[src/rtl/mips_ctl_pkg.sv]
// Shared constants and the EX control bundle for the MIPS-I decode/control pipe.
// Build option: MIPS_MULDIV_EN adds mult/div and HI/LO move decoding.
package mips_ctl_pkg;

    // Primary opcodes
    localparam logic [5:0] OP_SPECIAL = 6'h00;
    localparam logic [5:0] OP_REGIMM  = 6'h01;
    localparam logic [5:0] OP_J       = 6'h02;
    localparam logic [5:0] OP_JAL     = 6'h03;
    localparam logic [5:0] OP_BEQ     = 6'h04;
    localparam logic [5:0] OP_BNE     = 6'h05;
    localparam logic [5:0] OP_BLEZ    = 6'h06;
    localparam logic [5:0] OP_BGTZ    = 6'h07;
    localparam logic [5:0] OP_ADDI    = 6'h08;
    localparam logic [5:0] OP_ADDIU   = 6'h09;
    localparam logic [5:0] OP_SLTI    = 6'h0A;
    localparam logic [5:0] OP_SLTIU   = 6'h0B;
    localparam logic [5:0] OP_ANDI    = 6'h0C;
    localparam logic [5:0] OP_ORI     = 6'h0D;
    localparam logic [5:0] OP_XORI    = 6'h0E;
    localparam logic [5:0] OP_LUI     = 6'h0F;
    localparam logic [5:0] OP_LB      = 6'h20;
    localparam logic [5:0] OP_LH      = 6'h21;
    localparam logic [5:0] OP_LW      = 6'h23;
    localparam logic [5:0] OP_LBU     = 6'h24;
    localparam logic [5:0] OP_LHU     = 6'h25;
    localparam logic [5:0] OP_SB      = 6'h28;
    localparam logic [5:0] OP_SH      = 6'h29;
    localparam logic [5:0] OP_SW      = 6'h2B;

    // SPECIAL funct codes
    localparam logic [5:0] F_SLL   = 6'h00;
    localparam logic [5:0] F_SRL   = 6'h02;
    localparam logic [5:0] F_SRA   = 6'h03;
    localparam logic [5:0] F_SLLV  = 6'h04;
    localparam logic [5:0] F_SRLV  = 6'h06;
    localparam logic [5:0] F_SRAV  = 6'h07;
    localparam logic [5:0] F_JR    = 6'h08;
    localparam logic [5:0] F_JALR  = 6'h09;
    localparam logic [5:0] F_MFHI  = 6'h10;
    localparam logic [5:0] F_MTHI  = 6'h11;
    localparam logic [5:0] F_MFLO  = 6'h12;
    localparam logic [5:0] F_MTLO  = 6'h13;
    localparam logic [5:0] F_MULT  = 6'h18;
    localparam logic [5:0] F_MULTU = 6'h19;
    localparam logic [5:0] F_DIV   = 6'h1A;
    localparam logic [5:0] F_DIVU  = 6'h1B;
    localparam logic [5:0] F_ADD   = 6'h20;
    localparam logic [5:0] F_ADDU  = 6'h21;
    localparam logic [5:0] F_SUB   = 6'h22;
    localparam logic [5:0] F_SUBU  = 6'h23;
    localparam logic [5:0] F_AND   = 6'h24;
    localparam logic [5:0] F_OR    = 6'h25;
    localparam logic [5:0] F_XOR   = 6'h26;
    localparam logic [5:0] F_NOR   = 6'h27;
    localparam logic [5:0] F_SLT   = 6'h2A;
    localparam logic [5:0] F_SLTU  = 6'h2B;

    // REGIMM rt codes
    localparam logic [4:0] RT_BLTZ   = 5'h00;
    localparam logic [4:0] RT_BGEZ   = 5'h01;
    localparam logic [4:0] RT_BLTZAL = 5'h10;
    localparam logic [4:0] RT_BGEZAL = 5'h11;

    // alu_op one-hot bit positions
    localparam int ALU_ADD  = 0;
    localparam int ALU_SUB  = 1;
    localparam int ALU_AND  = 2;
    localparam int ALU_OR   = 3;
    localparam int ALU_XOR  = 4;
    localparam int ALU_NOR  = 5;
    localparam int ALU_SLT  = 6;
    localparam int ALU_SLTU = 7;
    localparam int ALU_SLL  = 8;
    localparam int ALU_SRL  = 9;
    localparam int ALU_SRA  = 10;

    // branch_op codes
    localparam logic [3:0] BR_NONE   = 4'd0;
    localparam logic [3:0] BR_BEQ    = 4'd1;
    localparam logic [3:0] BR_BNE    = 4'd2;
    localparam logic [3:0] BR_BLEZ   = 4'd3;
    localparam logic [3:0] BR_BGTZ   = 4'd4;
    localparam logic [3:0] BR_BLTZ   = 4'd5;
    localparam logic [3:0] BR_BGEZ   = 4'd6;
    localparam logic [3:0] BR_BLTZAL = 4'd7;
    localparam logic [3:0] BR_BGEZAL = 4'd8;

    // bsrc: ALU B operand source
    localparam logic [1:0] BSRC_RT   = 2'd0;
    localparam logic [1:0] BSRC_SIMM = 2'd1;  // sign-extended imm16
    localparam logic [1:0] BSRC_ZIMM = 2'd2;  // zero-extended imm16
    localparam logic [1:0] BSRC_UIMM = 2'd3;  // imm16 << 16 (lui)

    // shift_src: shift amount source, or HI/LO unit selector when the
    // ALU one-hot is all zero. In the HI/LO modes bsrc carries the sub-op:
    //   SH_MD_UNIT: bsrc[1]=divide, bsrc[0]=unsigned
    //   SH_HILO   : bsrc[1]=move to HI/LO, bsrc[0]=LO selected
    localparam logic [1:0] SH_SHAMT   = 2'd0;
    localparam logic [1:0] SH_RS      = 2'd1;
    localparam logic [1:0] SH_MD_UNIT = 2'd2;
    localparam logic [1:0] SH_HILO    = 2'd3;

    // load_mode and dmc
    localparam logic [1:0] LM_BYTE   = 2'd0;
    localparam logic [1:0] LM_HALF   = 2'd1;
    localparam logic [1:0] LM_WORD   = 2'd2;
    localparam logic [1:0] DMC_NONE  = 2'd0;
    localparam logic [1:0] DMC_LOAD  = 2'd1;
    localparam logic [1:0] DMC_STORE = 2'd2;

    typedef struct packed {
        logic [10:0] alu_op;
        logic [3:0]  branch_op;
        logic [1:0]  bsrc;
        logic [1:0]  shift_src;
        logic        jump;
        logic        jump_src;    // 0: target field, 1: rs register
        logic        mem_read;
        logic        mem_signed;
        logic [1:0]  load_mode;
        logic [1:0]  dmc;
        logic        wb_src;      // 0: ALU/link, 1: memory
        logic        wb_enable;
    } ctl_t;

    localparam int CTL_W = $bits(ctl_t);

    function automatic logic [10:0] alu_bit(input int pos);
        return 11'(1) << pos;
    endfunction

endpackage

[src/rtl/mips_ctl_decode.sv]
// Pure combinational MIPS-I decode: instruction word to control bundle,
// resolved destination, illegal flag and whether rt is a source operand.
// Build option: MIPS_MULDIV_EN enables mult/div and HI/LO moves.
module mips_ctl_decode
    import mips_ctl_pkg::*;
(
    input  logic [31:0] ins_i,
    output ctl_t        ctl_o,
    output logic [4:0]  dest_o,
    output logic        illegal_o,
    output logic        reads_rt_o
);

    logic [5:0] op;
    logic [4:0] rt;
    logic [4:0] rd;
    logic [5:0] funct;
    ctl_t       c;
    logic [4:0] dest;
    logic       wb;
    logic       ill;
    logic       rrt;
    logic       unused_bits;

    assign op    = ins_i[31:26];
    assign rt    = ins_i[20:16];
    assign rd    = ins_i[15:11];
    assign funct = ins_i[5:0];
    assign unused_bits = ^{ins_i[25:21], ins_i[10:6]};

    // Field decode; write-back is dropped for $0 and everything is zeroed for illegal words
    always_comb begin
        c    = '0;
        dest = 5'd0;
        wb   = 1'b0;
        ill  = 1'b0;
        rrt  = 1'b0;
        case (op)
            OP_SPECIAL: begin
                case (funct)
                    F_SLL, F_SRL, F_SRA, F_SLLV, F_SRLV, F_SRAV: begin
                        case (funct)
                            F_SLL, F_SLLV: c.alu_op = alu_bit(ALU_SLL);
                            F_SRL, F_SRLV: c.alu_op = alu_bit(ALU_SRL);
                            default:       c.alu_op = alu_bit(ALU_SRA);
                        endcase
                        c.shift_src = funct[2] ? SH_RS : SH_SHAMT;
                        rrt  = 1'b1;
                        wb   = 1'b1;
                        dest = rd;
                    end
                    F_JR: begin
                        c.jump     = 1'b1;
                        c.jump_src = 1'b1;
                    end
                    F_JALR: begin
                        c.jump     = 1'b1;
                        c.jump_src = 1'b1;
                        wb   = 1'b1;
                        dest = rd;
                    end
                    F_ADD, F_ADDU, F_SUB, F_SUBU, F_AND, F_OR, F_XOR, F_NOR, F_SLT, F_SLTU: begin
                        case (funct)
                            F_ADD, F_ADDU: c.alu_op = alu_bit(ALU_ADD);
                            F_SUB, F_SUBU: c.alu_op = alu_bit(ALU_SUB);
                            F_AND:         c.alu_op = alu_bit(ALU_AND);
                            F_OR:          c.alu_op = alu_bit(ALU_OR);
                            F_XOR:         c.alu_op = alu_bit(ALU_XOR);
                            F_NOR:         c.alu_op = alu_bit(ALU_NOR);
                            F_SLT:         c.alu_op = alu_bit(ALU_SLT);
                            default:       c.alu_op = alu_bit(ALU_SLTU);
                        endcase
                        c.bsrc = BSRC_RT;
                        rrt  = 1'b1;
                        wb   = 1'b1;
                        dest = rd;
                    end
`ifdef MIPS_MULDIV_EN
                    F_MULT, F_MULTU, F_DIV, F_DIVU: begin
                        c.shift_src = SH_MD_UNIT;
                        c.bsrc      = funct[1:0];
                        rrt = 1'b1;
                    end
                    F_MFHI, F_MFLO: begin
                        c.shift_src = SH_HILO;
                        c.bsrc      = {1'b0, funct[1]};
                        wb   = 1'b1;
                        dest = rd;
                    end
                    F_MTHI, F_MTLO: begin
                        c.shift_src = SH_HILO;
                        c.bsrc      = {1'b1, funct[1]};
                    end
`endif
                    default: ill = 1'b1;
                endcase
            end
            OP_REGIMM: begin
                case (rt)
                    RT_BLTZ:   c.branch_op = BR_BLTZ;
                    RT_BGEZ:   c.branch_op = BR_BGEZ;
                    RT_BLTZAL: begin
                        c.branch_op = BR_BLTZAL;
                        wb   = 1'b1;
                        dest = 5'd31;
                    end
                    RT_BGEZAL: begin
                        c.branch_op = BR_BGEZAL;
                        wb   = 1'b1;
                        dest = 5'd31;
                    end
                    default: ill = 1'b1;
                endcase
            end
            OP_J: c.jump = 1'b1;
            OP_JAL: begin
                c.jump = 1'b1;
                wb   = 1'b1;
                dest = 5'd31;
            end
            OP_BEQ, OP_BNE: begin
                c.alu_op    = alu_bit(ALU_SUB);
                c.branch_op = (op == OP_BEQ) ? BR_BEQ : BR_BNE;
                rrt = 1'b1;
            end
            OP_BLEZ: c.branch_op = BR_BLEZ;
            OP_BGTZ: c.branch_op = BR_BGTZ;
            OP_ADDI, OP_ADDIU, OP_SLTI, OP_SLTIU, OP_ANDI, OP_ORI, OP_XORI, OP_LUI: begin
                case (op)
                    OP_ADDI, OP_ADDIU: begin c.alu_op = alu_bit(ALU_ADD);  c.bsrc = BSRC_SIMM; end
                    OP_SLTI:           begin c.alu_op = alu_bit(ALU_SLT);  c.bsrc = BSRC_SIMM; end
                    OP_SLTIU:          begin c.alu_op = alu_bit(ALU_SLTU); c.bsrc = BSRC_SIMM; end
                    OP_ANDI:           begin c.alu_op = alu_bit(ALU_AND);  c.bsrc = BSRC_ZIMM; end
                    OP_ORI:            begin c.alu_op = alu_bit(ALU_OR);   c.bsrc = BSRC_ZIMM; end
                    OP_XORI:           begin c.alu_op = alu_bit(ALU_XOR);  c.bsrc = BSRC_ZIMM; end
                    default:           begin c.alu_op = alu_bit(ALU_OR);   c.bsrc = BSRC_UIMM; end
                endcase
                wb   = 1'b1;
                dest = rt;
            end
            OP_LB, OP_LH, OP_LW, OP_LBU, OP_LHU: begin
                c.alu_op     = alu_bit(ALU_ADD);
                c.bsrc       = BSRC_SIMM;
                c.mem_read   = 1'b1;
                c.mem_signed = ~op[2];
                c.load_mode  = (op[1:0] == 2'b00) ? LM_BYTE :
                               (op[1:0] == 2'b01) ? LM_HALF : LM_WORD;
                c.dmc        = DMC_LOAD;
                c.wb_src     = 1'b1;
                wb   = 1'b1;
                dest = rt;
            end
            OP_SB, OP_SH, OP_SW: begin
                c.alu_op    = alu_bit(ALU_ADD);
                c.bsrc      = BSRC_SIMM;
                c.load_mode = (op[1:0] == 2'b00) ? LM_BYTE :
                              (op[1:0] == 2'b01) ? LM_HALF : LM_WORD;
                c.dmc       = DMC_STORE;
                rrt = 1'b1;
            end
            default: ill = 1'b1;
        endcase

        c.wb_enable = wb & (dest != 5'd0);
        if (ill) begin
            c    = '0;
            dest = 5'd0;
            rrt  = 1'b0;
        end
    end

    assign ctl_o      = c;
    assign dest_o     = dest;
    assign illegal_o  = ill;
    assign reads_rt_o = rrt;

endmodule

[src/rtl/decode_ctl_pipe.sv]
// RD->EX decode/control pipeline register with load-use and mult/div
// interlocks. Build option: MIPS_MULDIV_EN (mult/div decode + busy counter).
module decode_ctl_pipe
    import mips_ctl_pkg::*;
#(
    parameter int INS_W      = 32,
    parameter int MULDIV_LAT = 32
) (
    input  logic             clk,
    input  logic             rst_n,
    input  logic             ins_valid_rd,
    input  logic [INS_W-1:0] ins_rd,
    output logic             ins_ready_rd,
    input  logic             ex_ready,
    input  logic             flush,
    output logic             valid_ex,
    output logic [CTL_W-1:0] ctl_ex,
    output logic [4:0]       dest_ex,
    output logic             illegal_ex
);

    ctl_t       dec_ctl;
    logic [4:0] dec_dest;
    logic       dec_illegal;
    logic       dec_reads_rt;

    logic       valid_q, valid_d;
    ctl_t       ctl_q, ctl_d;
    logic [4:0] dest_q, dest_d;
    logic       illegal_q, illegal_d;

    logic       load_use;
    logic       muldiv_stall;
    logic       accept;
    logic [4:0] rs_rd;
    logic [4:0] rt_rd;

    mips_ctl_decode u_decode (
        .ins_i      (ins_rd),
        .ctl_o      (dec_ctl),
        .dest_o     (dec_dest),
        .illegal_o  (dec_illegal),
        .reads_rt_o (dec_reads_rt)
    );

    assign rs_rd = ins_rd[25:21];
    assign rt_rd = ins_rd[20:16];

    // A load in EX whose result feeds the RD instruction forces one bubble
    assign load_use = valid_q & ctl_q.mem_read & (dest_q != 5'd0) &
                      ((dest_q == rs_rd) | (dec_reads_rt & (dest_q == rt_rd)));

    assign ins_ready_rd = ex_ready & ~flush & ~load_use & ~muldiv_stall;
    assign accept       = ins_valid_rd & ins_ready_rd;

`ifdef MIPS_MULDIV_EN
    logic [6:0] md_cnt_q, md_cnt_d;
    logic       md_start;
    logic       md_user;

    assign md_start = (dec_ctl.shift_src == SH_MD_UNIT) & (dec_ctl.alu_op == '0) & ~dec_illegal;
    assign md_user  = (dec_ctl.shift_src[1] == 1'b1) & (dec_ctl.alu_op == '0) & ~dec_illegal;
    assign muldiv_stall = (md_cnt_q != 7'd0) & md_user;

    // Busy counter: reload on an accepted mult/div, otherwise count down to 0
    always_comb begin
        md_cnt_d = md_cnt_q;
        if (accept && md_start) begin
            md_cnt_d = 7'(MULDIV_LAT - 1);
        end else if (md_cnt_q != 7'd0) begin
            md_cnt_d = md_cnt_q - 7'd1;
        end
    end

    // Busy counter register; only reset clears it, flush leaves it alone
    always_ff @(posedge clk or negedge rst_n) begin
        if (!rst_n) begin
            md_cnt_q <= 7'd0;
        end else begin
            md_cnt_q <= md_cnt_d;
        end
    end
`else
    logic unused_cfg;
    assign unused_cfg   = ^MULDIV_LAT;
    assign muldiv_stall = 1'b0;
`endif

    // EX slot next state: flush kills, advance loads or bubbles, stall holds
    always_comb begin
        valid_d   = valid_q;
        ctl_d     = ctl_q;
        dest_d    = dest_q;
        illegal_d = illegal_q;
        if (flush) begin
            valid_d   = 1'b0;
            ctl_d     = '0;
            dest_d    = 5'd0;
            illegal_d = 1'b0;
        end else if (ex_ready) begin
            if (accept) begin
                valid_d   = 1'b1;
                ctl_d     = dec_ctl;
                dest_d    = dec_dest;
                illegal_d = dec_illegal;
            end else begin
                valid_d   = 1'b0;
                ctl_d     = '0;
                dest_d    = 5'd0;
                illegal_d = 1'b0;
            end
        end
    end

    // EX slot register
    always_ff @(posedge clk or negedge rst_n) begin
        if (!rst_n) begin
            valid_q   <= 1'b0;
            ctl_q     <= '0;
            dest_q    <= 5'd0;
            illegal_q <= 1'b0;
        end else begin
            valid_q   <= valid_d;
            ctl_q     <= ctl_d;
            dest_q    <= dest_d;
            illegal_q <= illegal_d;
        end
    end

    assign valid_ex   = valid_q;
    assign ctl_ex     = ctl_q;
    assign dest_ex    = dest_q;
    assign illegal_ex = illegal_q;

endmodule

[config.mk]
export PLATFORM = sky130hd
export DESIGN_NAME = decode_ctl_pipe
export DESIGN_NICKNAME = d
export VERILOG_FILES = /design/src/rtl/mips_ctl_pkg.sv /design/src/rtl/mips_ctl_decode.sv /design/src/rtl/decode_ctl_pipe.sv
export SDC_FILE = /design/constraint.sdc
export NUM_CORES = 1
export LEC_CHECK = 0
export ABC_CLOCK_PERIOD_IN_PS = 2500
export CAP_MARGIN = 25
export CORE_UTILIZATION = 46
export CTS_CLUSTER_DIAMETER = 120
export CTS_CLUSTER_SIZE = 30
export DETAILED_ROUTE_END_ITERATION = 6
export PLACE_DENSITY_LB_ADDON = 0.08
export SYNTH_ARGS = -nofsm -noshare
export SYNTH_HDL_FRONTEND = slang
export SYNTH_SLANG_ARGS = --single-unit
[constraint.sdc]
create_clock -name clk -period 2.5 [get_ports clk]
set_clock_uncertainty 0.15 [all_clocks]
set_input_delay 0.25 -clock clk [delete_from_list [all_inputs] [get_ports clk]]
set_output_delay 0.25 -clock clk [all_outputs]
set_load 0.005 [all_outputs]
==> results of run 1 <==
==> cell families (layout without fill, tap and decap cells) <==
kind of cell	count (synthesis)	in the layout
compound gates	71	71
xor+xnor	12	12
buf+inv	27	116
flops	33	33
other cells	1	1
simple gates	117	117
==> synth_stat cells, types with 2 or more instances <==
library cell,count,share of area (%)
buf_4,3,1.0
xor2_1,3,1.2
nor4_1,3,0.85
inv_1,6,1.0
nand2b_1,7,2.0
o21ai_2,29,11
or3_1,2,0.57
clkbuf_1,13,2.2
a211oi_1,2,0.68
and4b_1,2,0.91
or4_1,2,0.68
nand2_1,46,7.8
o22a_1,2,0.79
or2_2,2,0.57
and3_1,2,0.57
xnor2_1,9,3.6
buf_6,3,1.5
nor2_1,17,2.9
a221oi_1,6,2.4
a21oi_1,13,2.9
nand4_1,4,1.1
dfrtp_1,33,37
nor3_1,8,1.8
nor2b_1,6,1.7
o21ai_0,6,1.4
nand3_1,9,2.0
or4_4,2,1.0
==> final cells by class <==
type	instances	area (um2)
Sequential cell	33	826
Inverter	6	22.5
Timing Repair Buffer	103	952
Tap cell	52	65.1
Fill cell	386	1260
Multi-Input combinational cell	201	1260
Clock buffer	7	86.3
==> placed cells by master, fill, tap and decap left out, drive strengths merged, types with 2 or more instances in the layout <==
| cell | count |
|---|---|
| dfrtp | 33 |
| inv | 6 |
| nor2 | 17 |
| nand2 | 46 |
| a211oi | 2 |
| clkdlybuf4s50 | 62 |
| nor2b | 6 |
| nor3 | 8 |
| and4b | 2 |
| nand4 | 4 |
| o21ai | 36 |
| or3 | 2 |
| buf | 40 |
| nor4 | 3 |
| or4 | 4 |
| o22a | 2 |
| nand2b | 7 |
| and3 | 2 |
| xor2 | 3 |
| a221oi | 6 |
| or2 | 2 |
| xnor2 | 9 |
| a21oi | 13 |
| nand3 | 9 |
| clkbuf | 7 |
==> flip-flops by register name, summed over array words and instances, names as in the netlist <==
name / flops
illegal_ex: 1
ctl_ex: 26
valid_ex: 1
dest_ex: 5
==> routing by layer <==
metal,GRT usage [%],routed length (um),vias to the layer above
met2,40.4,2900,76
met3,4.22,323,11
met4,12.9,156,0
li1,-,-,1104
met5,0,0,-
met1,36.8,2780,1065
==> path summary, 6_finish.rpt <==
| check | startpoint | to | slack [ps] |
|---|---|---|---|
| max reg2reg | dest_ex[1] | illegal_ex | 170 |
| min | rst_n | valid_ex | 230 |
| min in group clk | ins_rd[31] | ctl_ex[6] | 270 |
| min reg2reg | ctl_ex[26] | ctl_ex[26] | 330 |
| max in group asynchronous | rst_n | ctl_ex[23] | 1670 |
| max | ins_rd[31] | ins_ready_rd | 50 |
==> what timing repair did <==
action | CTS | global route
setup endpoints to repair | 31 | 1
setup buffers | 1 | 0
pin swaps | 5 | 4
endpoints found under the hold margin | 0 | 0
resized for setup | 19 | 3
==> report_power, final <==
group / internal [mW] / switching, mW
sequential: 0.539 / 0.00366
combinational: 0.123 / 0.130
clock: 0.218 / 0.193
==> results.json, run 1 <==
{
  "outcome": "finished with violations",
  "failed_checks": "design-rule violations",
  "routed_wl_um": 6160,
  "muxShareOfSynthArea_pct": 0,
  "grt_pass1_vias": 2154,
  "initial_core_util_pct": 49.4,
  "pre_cts_ws_ps": -530,
  "gp_congestion": 0.861,
  "ff2ff_path_depth": 7,
  "io_pins": 74,
  "synth_ff_type": "dfrtp_1",
  "cts_hold_buf": 0,
  "slowest_delay_ps": 550,
  "setup_viol": 0,
  "initialDrtViolationCount": 157,
  "crit_type": "input port to primary output",
  "via_per_inst": 5.61,
  "synthCells": 261,
  "num_vias": 2256,
  "synth_top_family_by_area": "simple AND/OR/NAND/NOR gates",
  "p_leak_nw": 1.31,
  "synth-seq-cells": 33,
  "ir_drop_mv": 0.322,
  "grt_max_degree": 34,
  "crit_fanout": 2,
  "clock_path_buffers": 2,
  "cp_slowest_cell": "or4_4",
  "die_x_um": 71.3,
  "rows": 24,
  "path_clk_slew_ps": 70,
  "timing.hold.ws_ps": 225,
  "ys_types": 48,
  "fin_crit_sh_pct": 97.9,
  "crit_chain": "buf_6 -> or4_4 -> or4_4 -> o32a_1 -> nor2_2 -> nor3b_2 -> buf_2",
  "cp.required_ps": 2100,
  "synth.yosys.seq_area_share_pct": 37.3,
  "fmax_mhz": 408,
  "core_area_mm2": 0.00447,
  "htreeDepth": 2,
  "arrival_ps": 2050,
  "async_flop_share_pct": 100,
  "syn_nets": 298,
  "p_per_area_mw_per_mm2": 375,
  "grt_overflow_total": 0,
  "tritoncts": "built",
  "crit_top_cell": "or4_4",
  "grt_pass1_wl_um": 10400,
  "areaGrowthSynthToFinish_pct": 45.4,
  "die-height_um": 71.3,
  "dr.pass1.iters": 6,
  "route.detailed.drc": 6,
  "fin_crit_ps": 2450,
  "finalMaxSlewViolations": 0,
  "cp_top_family": "simple AND/OR/NAND/NOR gates",
  "cp-end-kind": "primary output",
  "dp_hpwl_um": 4770,
  "final_cell_area_mm2": 0.00322,
  "yosysWarnings": 0,
  "clockRootBuffer": "clkbuf_8",
  "p_total_mw": 1.21,
  "syn_area_per_cell_um2": 8.48,
  "final_net_count": 387,
  "synthSimpleGateAreaFrac_pct": 26.5,
  "min_path_type": "input port to async pin",
  "placed_area_mm2": 0.00312,
  "cp_num_cells": 7,
  "finalCoreUtilization_pct": 71.9,
  "die-area_mm2": 0.00509,
  "grt.total_usage_pct": 26.5,
  "syn_area_mm2": 0.00221,
  "setup_ws_ps": 52.0,
  "max_cap_viol_count": 0,
  "hold_viol_final": 0,
  "place_inst": 394,
  "yosys.area_share.xor_xnor_pct": 4.75,
  "io_buffers": 67,
  "synthAdderAreaFrac_pct": 0,
  "cp_num_buf_inv": 2,
  "drive_gt1_share_pct": 24.3,
  "insertedDiodeCount": 0,
  "cp-start-kind": "input port",
  "synth_compound_area_share_pct": 25.1,
  "clkLatencyLatePin_ps": 280,
  "finalNonFillerCells": 402,
  "ant_nets": 0,
  "synth_edf_count": 0,
  "cts.sinks": 33,
  "antenna_found_initial": 0,
  "fin_setup_tns_ps": 0,
  "detail_route.wl_per_cell_um": 15.3,
  "cts_made_buffers": 5
}
(Power assumes the default switching activity.)
==> run 2, diff against run 1 <==
--- a/config.mk
+++ b/config.mk
@@ -5,8 +5,10 @@
 export SDC_FILE = /design/constraint.sdc
 export NUM_CORES = 1
 export LEC_CHECK = 0
+export ABC_AREA = 1
 export ABC_CLOCK_PERIOD_IN_PS = 2500
 export CAP_MARGIN = 25
+export CORE_MARGIN = 2
 export CORE_UTILIZATION = 46
 export CTS_CLUSTER_DIAMETER = 120
 export CTS_CLUSTER_SIZE = 30
==> results.json, run 2 <==
{
  "outcome": "finished clean",
  "yosysMostFrequentCell": "nand2_1",
  "antenna_found_initial": 0,
  "async_flop_share_pct": 100,
  "timing.hold.ws_ps": 174,
  "initialDrtViolationCount": 106,
  "p_sw_share_pct": 25.0,
  "final_cell_mix": "90 x nand2_1, 58 x clkdlybuf4s50_1, 39 x buf_4",
  "dr.pass1.iters": 4,
  "ys_types": 34,
  "layout_commonest_cell": "nand2_1",
  "setup_viol": 0,
  "cp.required_ps": 2100,
  "top_usage_layer": "met2",
  "fmax_mhz": 419,
  "synth_area_leaders": "dfrtp_1 37%, nand2_1 15%, o21ai_2 7.5%",
  "routed_wl_um": 5970,
  "io_buffers": 67,
  "final_net_count": 445,
  "synthCells": 303,
  "grt_pass1_vias": 2169,
  "clkLatencyLatePin_ps": 280,
  "crit_type": "flop to primary output",
  "hold_viol_final": 0,
  "synth.yosys.seq_area_share_pct": 37.2,
  "cp-end-kind": "primary output",
  "arrival_ps": 1990,
  "grt.total_usage_pct": 23.7,
  "insertedDiodeCount": 0,
  "via_per_inst": 5.00,
  "tritoncts": "built",
  "cts.sinks": 33,
  "largest_reg_flops": 26,
  "clock_path_buffers": 2,
  "num_vias": 2317,
  "synth_ff_type": "dfrtp_1",
  "die-height_um": 73.4,
  "gp_congestion": 0.941,
  "synth_edf_count": 0,
  "grt_max_degree": 34,
  "grt_overflow_total": 0,
  "clockPowerShare_pct": 39.7,
  "p_per_area_mw_per_mm2": 393,
  "core_area_mm2": 0.00469,
  "ir_drop_mv": 0.332,
  "areaGrowthSynthToFinish_pct": 51.0,
  "drive_gt1_share_pct": 23.0,
  "cp-start-kind": "flop",
  "die_x_um": 73.4,
  "min_path_type": "input port to flop",
  "use_met2_pct": 38.0,
  "max_cap_viol_count": 0,
  "min_from": "ins_rd[20]",
  "r2r_start": "dest_ex[4]",
  "rrSetupSlack_ps": 600,
  "route.detailed.drc": 0,
  "p_comb_share_pct": 18.9,
  "fin_crit_sh_pct": 95.6,
  "power.internal_uw": 986,
  "met3_usage_pct": 3.98,
  "fin_setup_tns_ps": 0,
  "io_pins": 74,
  "htreeDepth": 2,
  "finalMaxSlewViolations": 0,
  "path_clk_slew_ps": 70,
  "met1_usage_pct": 33.2,
  "register_area_um2": 827,
  "cts_made_buffers": 5,
  "power_switching_uw": 329,
  "yosysWarnings": 0,
  "timing.rr.end": "ctl_ex[4]",
  "rows": 25,
  "die-area_mm2": 0.00539,
  "syn_area_mm2": 0.00222,
  "power_frac_seq_pct": 41.4,
  "synth_area_leader_cell": "dfrtp_1",
  "synth_common_cells": "91 x nand2_1, 35 x nor2_1, 33 x dfrtp_1",
  "clockRootBuffer": "clkbuf_8",
  "initial_core_util_pct": 47.3,
  "synth-seq-cells": 33,
  "grt_pass1_wl_um": 9940,
  "syn_nets": 340,
  "ff2ff_path_depth": 10,
  "fin_crit_ps": 2390,
  "syn_area_per_cell_um2": 7.32,
  "ant_nets": 0,
  "fill_cells": 394,
  "hold_path_end": "ctl_ex[17]",
  "crit_fanout": 5,
  "synth_top_area_share_pct": 37.2,
  "whs_path_depth": 3,
  "multiInputGateArea_mm2": 0.00119,
  "dp_hpwl_um": 4630,
  "p_leak_nw": 1.63,
  "detail_route.wl_per_cell_um": 12.9
}
run 2: kinds of logic (layout without fill, tap and decap cells):
group,Yosys count,after routing,synth area share (%)
DFF,33,33,37.2
buffers and inverters,45,151,9.93
and+or+nand+nor,169,169,34.4
xor gates and xnor gates,8,8,3.16
other,1,1,0.169
AOI/OAI and AO/OA,47,47,15.1
run 2: layout make-up:
cell class,count,share of cell area [%]
Clock inverter,1,0.897
Timing Repair Buffer,108,30.3
Tap cell,54,2.02
Clock buffer,7,2.58
Inverter,35,3.93
Multi-Input combinational cell,225,35.6
Sequential cell,33,24.7
run 2: through the flow:
stage / power (mW) / cells / setup WS, ps / utilization, % / instance area (um2)
6_report: 1.32 / 463 / 111 / 71.3 / 3350
5_1_grt: 1.37 / 463 / -2.00 / 71.3 / 3350
4_1_cts: 1.32 / 459 / 2.62 / 70.0 / 3280
3_5_place_dp: 0.800 / 451 / -62.1 / 67.6 / 3170
3_3_place_gp: 0.797 / 451 / -26.0 / 67.6 / 3170
2_1_floorplan: 0.660 / 303 / 902 / - / 2220
run 2: power by group through the flow:
stage	Sequential, mW	Combinational, mW	Clock, mW
after floorplan	0.555	0.105	0
after global placement	0.555	0.242	0
after detailed placement	0.555	0.245	0
after CTS	0.545	0.245	0.535
after global routing	0.545	0.276	0.551
final	0.545	0.249	0.522
run 2: worst max path at each step:
stage	startpoint	endpoint	slack, ps	cells after the start
after floorplan	ins_rd[28]	ins_ready_rd	900	11
after global placement	ins_rd[28]	ins_ready_rd	-30	13
after detailed placement	ins_rd[28]	ins_ready_rd	-60	13
after CTS	ins_rd[5]	ins_ready_rd	3	13
after global routing	ins_rd[4]	ins_ready_rd	-2	12
final	dest_ex[4]	ins_ready_rd	110	9
run 2: per-layer routing:
layer  vias to the layer above  wire (um)  share of wire, %
met5                         -          0                 0
met2                        59       2820                47
met4                         0         70               1.2
met3                         8        300               5.0
met1                      1072       2770                46
li1                       1178          -                 -
run 2: worst max-delay path, cell delays in order (launching register included):
cell and delay [ps]:
dfrtp_2 440, or2_2 310, nand4_1 90, nor2_1 50
nand2_1 70, nand2_1 70, nand2_2 70, nand2_1 60
inv_1 60, clkdlybuf4s50_1 490
run 2: timing repair:
action | 4_1_cts | 5_1_grt
pin swaps | 0 | 4
buffers inserted | 0 | 4
gates resized for setup | 4 | 14
setup endpoints to repair | 1 | 1
hold buffers | 0 | 0
